`src/rtl/counter_nb_updown_mod.sv`:
```
// Parametrised up/down counter with modulus, load, synchronous clear and wrap/saturate.
// Provides a combinational cascade terminal count and a registered wrap pulse.
module counter_nb_updown_mod #(
    parameter int unsigned WIDTH    = 4,
    parameter int unsigned MODULUS  = 16,
    parameter int unsigned SATURATE = 0,
    parameter int unsigned INIT     = 0
) (
    input  logic             i_clk,
    input  logic             i_clr,
    input  logic             i_sclr,
    input  logic             i_load,
    input  logic [WIDTH-1:0] i_input,
    input  logic             i_en,
    input  logic             i_up,
    output logic [WIDTH-1:0] o_count,
    output logic             o_tc,
    output logic             o_wrap
);

    localparam int unsigned      CW       = WIDTH + 1;
    localparam logic [WIDTH-1:0] MAX_VAL  = WIDTH'(MODULUS - 1);
    localparam logic [WIDTH-1:0] INIT_VAL = WIDTH'(INIT);
    localparam logic [CW-1:0]    MOD_EXT  = CW'(MODULUS);

    logic             at_max;
    logic             at_min;
    logic [WIDTH-1:0] count_nxt;
    logic             wrap_nxt;

    assign at_max = (o_count == MAX_VAL);
    assign at_min = (o_count == '0);

    // Cascade terminal count: ignores sclr/load so chained stages see the carry early
    assign o_tc = i_en & ((i_up & at_max) | (~i_up & at_min));

    // Next-state selection, priority sclr > load > enable
    always_comb begin
        count_nxt = o_count;
        wrap_nxt  = 1'b0;
        if (i_sclr) begin
            count_nxt = '0;
        end else if (i_load) begin
            // Extended compare so MODULUS == 2**WIDTH never clamps
            count_nxt = ({1'b0, i_input} >= MOD_EXT) ? MAX_VAL : i_input;
        end else if (i_en) begin
            if (i_up) begin
                if (!at_max) begin
                    count_nxt = o_count + WIDTH'(1);
                end else if (SATURATE == 0) begin
                    count_nxt = '0;
                    wrap_nxt  = 1'b1;
                end
            end else begin
                if (!at_min) begin
                    count_nxt = o_count - WIDTH'(1);
                end else if (SATURATE == 0) begin
                    count_nxt = MAX_VAL;
                    wrap_nxt  = 1'b1;
                end
            end
        end
    end

    always_ff @(posedge i_clk or posedge i_clr) begin
        if (i_clr) begin
            o_count <= INIT_VAL;
            o_wrap  <= 1'b0;
        end else begin
            o_count <= count_nxt;
            o_wrap  <= wrap_nxt;
        end
    end

endmodule

```
`config.mk`:
```
export PLATFORM = sky130hd
export DESIGN_NAME = counter_nb_updown_mod
export DESIGN_NICKNAME = d
export VERILOG_FILES = /design/src/rtl/counter_nb_updown_mod.sv
export SDC_FILE = /design/constraint.sdc
export NUM_CORES = 1
export LEC_CHECK = 0
export ABC_AREA = 1
export CAP_MARGIN = 10
export CORE_MARGIN = 8
export CORE_UTILIZATION = 30
export CTS_CLUSTER_SIZE = 14
export DETAILED_ROUTE_END_ITERATION = 7
export HOLD_SLACK_MARGIN = 0.02
export PLACE_DENSITY = 0.66
export SYNTH_ARGS = -nofsm -noshare
export SYNTH_HDL_FRONTEND = slang
export SYNTH_SLANG_ARGS = --single-unit
```
`constraint.sdc`:
```
create_clock -name i_clk -period 4.37 [get_ports i_clk]
set_clock_uncertainty 0.15 [all_clocks]
set_input_delay 0.874 -clock i_clk [delete_from_list [all_inputs] [get_ports i_clk]]
set_output_delay 0.874 -clock i_clk [all_outputs]
set_load 0.005 [all_outputs]
```
==> out/results.tsv <==
stage	metric	value	unit
outcome	status	finished, final reports clean	
sta	number_of_setup_violations_in_the_final_report	0	
worst_hold_path	worstHoldPathType	reg2reg	
routing	detail-route-antenna-nets	0	
sta	finalHoldViolCount	0	
yosys	yosysTopAreaCellShare	0.296	
sta	grt_setup_unrepaired	no	
floorplan	die_h	53.5	um
clock_network	cts_tree	yes	
cells_and_area	layout_commonest_cell	sky130_fd_sc_hd__nand2_1	
sta	tightest_slew	0.285	ns
sta	fin_setup_tns	0	ns
setup_path	count_of_buffer_and_inverter_cells_on_the_critical_path	5	
global_routing	globalRouteOverflowTotal	0	
setup_path	cp_data_required_time	3.35	ns
cells_and_area	mostFrequentLayoutCells	sky130_fd_sc_hd__nand2_1, sky130_fd_sc_hd__clkdlybuf4s50_1, sky130_fd_sc_hd__inv_1	
floorplan	fp.coreArea	1320	um^2
routing	drt-pass1-iter-count	4	
yosys	yosys.area.top_type	sky130_fd_sc_hd__dfrtp_1	
setup_path	slowest_stage	sky130_fd_sc_hd__clkdlybuf4s50_1	
yosys	ys_warn_count	0	
setup_path	crit-reg2reg-capture	o_count[1]	
global_routing	grt_pass1_vias	483	
routing	route.detailed.vias_per_inst	4.72	
setup_path	timing.critical_path.max_delay_family	buffers and inverters	
global_routing	global_route_wire_length_before_repair	2130	um
setup_path	start_kind	input pin	
routing	detail_route.drc_violations	0	
sta	max_slew_headroom	0.809	
setup_path	cp_cell_sequence	clkdlybuf4s50_1 -> inv_2 -> o21ai_1 -> nand2_1 -> inv_1 -> nand3_1 -> inv_1 -> clkdlybuf4s50_1	
flow_run	cap_viol_max_count	0	
yosys	synth_nets	78	
yosys	syn-cell-area	423	um^2
clock_network	worst_skew_pair_latency	0.24	ns
setup_path	timing.critical_path.to_type	output pin	
floorplan	die_width	53.5	um
setup_path	cp_data_arrival_time	2.38	ns
placement	minimum_setup_slack_after_placement	0.971	ns
setup_path	crit_path_start	i_up	
clock_network	postCtsSetupBuffers	0	
global_routing	grt_start_max_net_pins	8	
routing	dr_total_vias	472	
clock_network	post_cts_resize_count	0	
yosys	yosys_register_bits	5	
yosys	post_synth_main_area_contributors	sky130_fd_sc_hd__dfrtp_1, sky130_fd_sc_hd__nand2_1, sky130_fd_sc_hd__inv_1	
floorplan	site_rows	13	
sta	crit_path_time_final	3.41	ns
yosys	post_synth_num_cell_types	15	
setup_path	regToRegStartpoint	o_count[0]	
clock_network	root_cell_of_the_clock_tree	sky130_fd_sc_hd__clkbuf_4	
cells_and_area	areaGrowthSynthToFinish	46.2	%
routing	initialDrtViolationCount	11	
setup_path	crit_path_max_incr_delay	0.59	ns
yosys	synth_top_family_by_area	simple AND/OR/NAND/NOR gates	
yosys	post_synth_xor_area_fraction	0	
setup_path	worst-r2r-setup-slack	2.74	ns
floorplan	initial_core_util	0.321	
global_routing	number_of_antenna_violations_at_the_first_check_in_global_routing	0	
placement	count_of_input_and_output_buffers	15	
setup_path	endpoint	o_tc	
setup_path	critical_path_fanout_max	7	
sta	layout_worst_path_cycle_share	0.779	
yosys	multiplexer_share_of_the_synthesized_area	0	
placement	routabilityCongestion	0.779	
yosys	synth_simple_gate_area_share	0.376	
sta	finalMaxSlewViolations	0	
clock_network	cts.htree.levels	1	
cells_and_area	post_route_cells_drive_above_1_share	0.106	
clock_network	worst_setup_hold_path_clk_slew	0.05	ns
yosys	syn-instance-count	66	
yosys	fraction_of_the_mapped_netlist_area_in_compound_gates	0.154	
yosys	synth-seq-area-share	0.296	
setup_path	timing.critical_path.depth	8	
power_and_ir_drop	max-vdd-ir-drop	0.265	mV
clock_network	max-clock-path-buffers	2	
power_and_ir_drop	cellPowerDensity	267	nW/um^2
yosys	syn_area_per_cell	6.41	um^2
global_routing	grt_resource_usage_total	0.0978	
floorplan	dieArea	2870	um^2
setup_path	worst_r2r_path_depth	6	
routing	drt-wirelength-per-cell	11.5	um
cells_and_area	final_net_count	98	
routing	finalWirelength	1150	um
placement	dp.final_hpwl	943	um
sta	fin_worst_hold_slack	0.454	ns
floorplan	io_pins	16	
yosys	yosys.area_share.adder	0.0592	
sta	setup_ws	0.964	ns
clock_network	number_of_sinks_handled_by_clock_tree_synthesis	5	
cells_and_area	insertedDiodeCount	0	
power_and_ir_drop	finalPower	0.165	mW
sta	max_freq	294	MHz
clock_network	cts_made_buffers	3	
power_and_ir_drop	cellLeakagePower	0.308	nW
clock_network	holdBufCountCts	0	
setup_path	timing.setup.critical_path_class	in2out	
worst_hold_path	worstHoldPathCells	2	
-- Yosys cell counts --
cell type	n
sky130_fd_sc_hd__o211ai_1	3
sky130_fd_sc_hd__inv_2	2
sky130_fd_sc_hd__o21a_1	1
sky130_fd_sc_hd__nor2_1	1
sky130_fd_sc_hd__o21ai_0	5
sky130_fd_sc_hd__a21oi_1	1
sky130_fd_sc_hd__or2_2	1
sky130_fd_sc_hd__nor2_2	1
sky130_fd_sc_hd__o21ai_1	1
sky130_fd_sc_hd__inv_1	11
sky130_fd_sc_hd__dfrtp_1	5
sky130_fd_sc_hd__ha_1	2
sky130_fd_sc_hd__nand3_1	8
sky130_fd_sc_hd__nor3_2	2
sky130_fd_sc_hd__nand2_1	22
-- where the power goes --
part           internal (mW)  switching [mW]
clock                 0.0345          0.0187
sequential            0.0505         0.00647
combinational         0.0278          0.0268
total                  0.113          0.0519
-- worst register-to-register path, delay by kind of cell (launching register included) --
| kind | cells | cell delay [ns] |
|---|---|---|
| adders and majority gates | 1 | 0.32 |
| AOI/OAI and AO/OA | 4 | 0.47 |
| buffers and inverters | 1 | 0.12 |
| DFF | 1 | 0.43 |
-- final cells by class --
| cell class | instances | area, um^2 |
|---|---|---|
| multi-input combinational | 48 | 249 |
| tap | 15 | 18.8 |
| fill | 143 | 699 |
| clock buffer | 4 | 26.3 |
| sequential | 5 | 125 |
| inverter | 13 | 48.8 |
| timing repair buffer | 15 | 150 |
-- stage by stage --
| step | cells | area, um^2 | util |
|---|---|---|---|
| 6_report | 100 | 618 | 0.469 |
| 3_5_place_dp | 96 | 592 | 0.449 |
| 2_1_floorplan | 66 | 423 | - |
| 3_3_place_gp | 96 | 592 | 0.449 |
| 5_1_grt | 100 | 618 | 0.469 |
| 4_1_cts | 100 | 618 | 0.469 |
-- cell families after synthesis --
logic type / after synthesis
AND/OR/NAND/NOR: 35
flip-flops: 5
AO/OA/AOI/OAI: 11
buffers and inverters: 13
adder cells (fa/ha/maj): 2
-- worst min-delay path by stage --
stage	start	to	slack, ns
floorplan	o_count[3]	o_count[3]	0.40
global placement	o_count[0]	o_count[0]	0.43
detailed placement	o_count[0]	o_count[0]	0.44
CTS	o_count[0]	o_count[0]	0.45
global route	o_count[0]	o_count[0]	0.49
finish	o_count[0]	o_count[0]	0.45
-- flip-flops by register name, summed over array words and instances, names as in the netlist --
register  count
o_count       4
o_wrap        1
-- metal layers --
| metal | track usage | share of wire |
|---|---|---|
| met1 | 0.128 | 0.49 |
| met2 | 0.146 | 0.46 |
| met3 | 0.0386 | 0.043 |
| met4 | 0.0252 | 0.0070 |
| met5 | 0 | 0 |
Note: power is estimated with default switching activity, not from simulation.
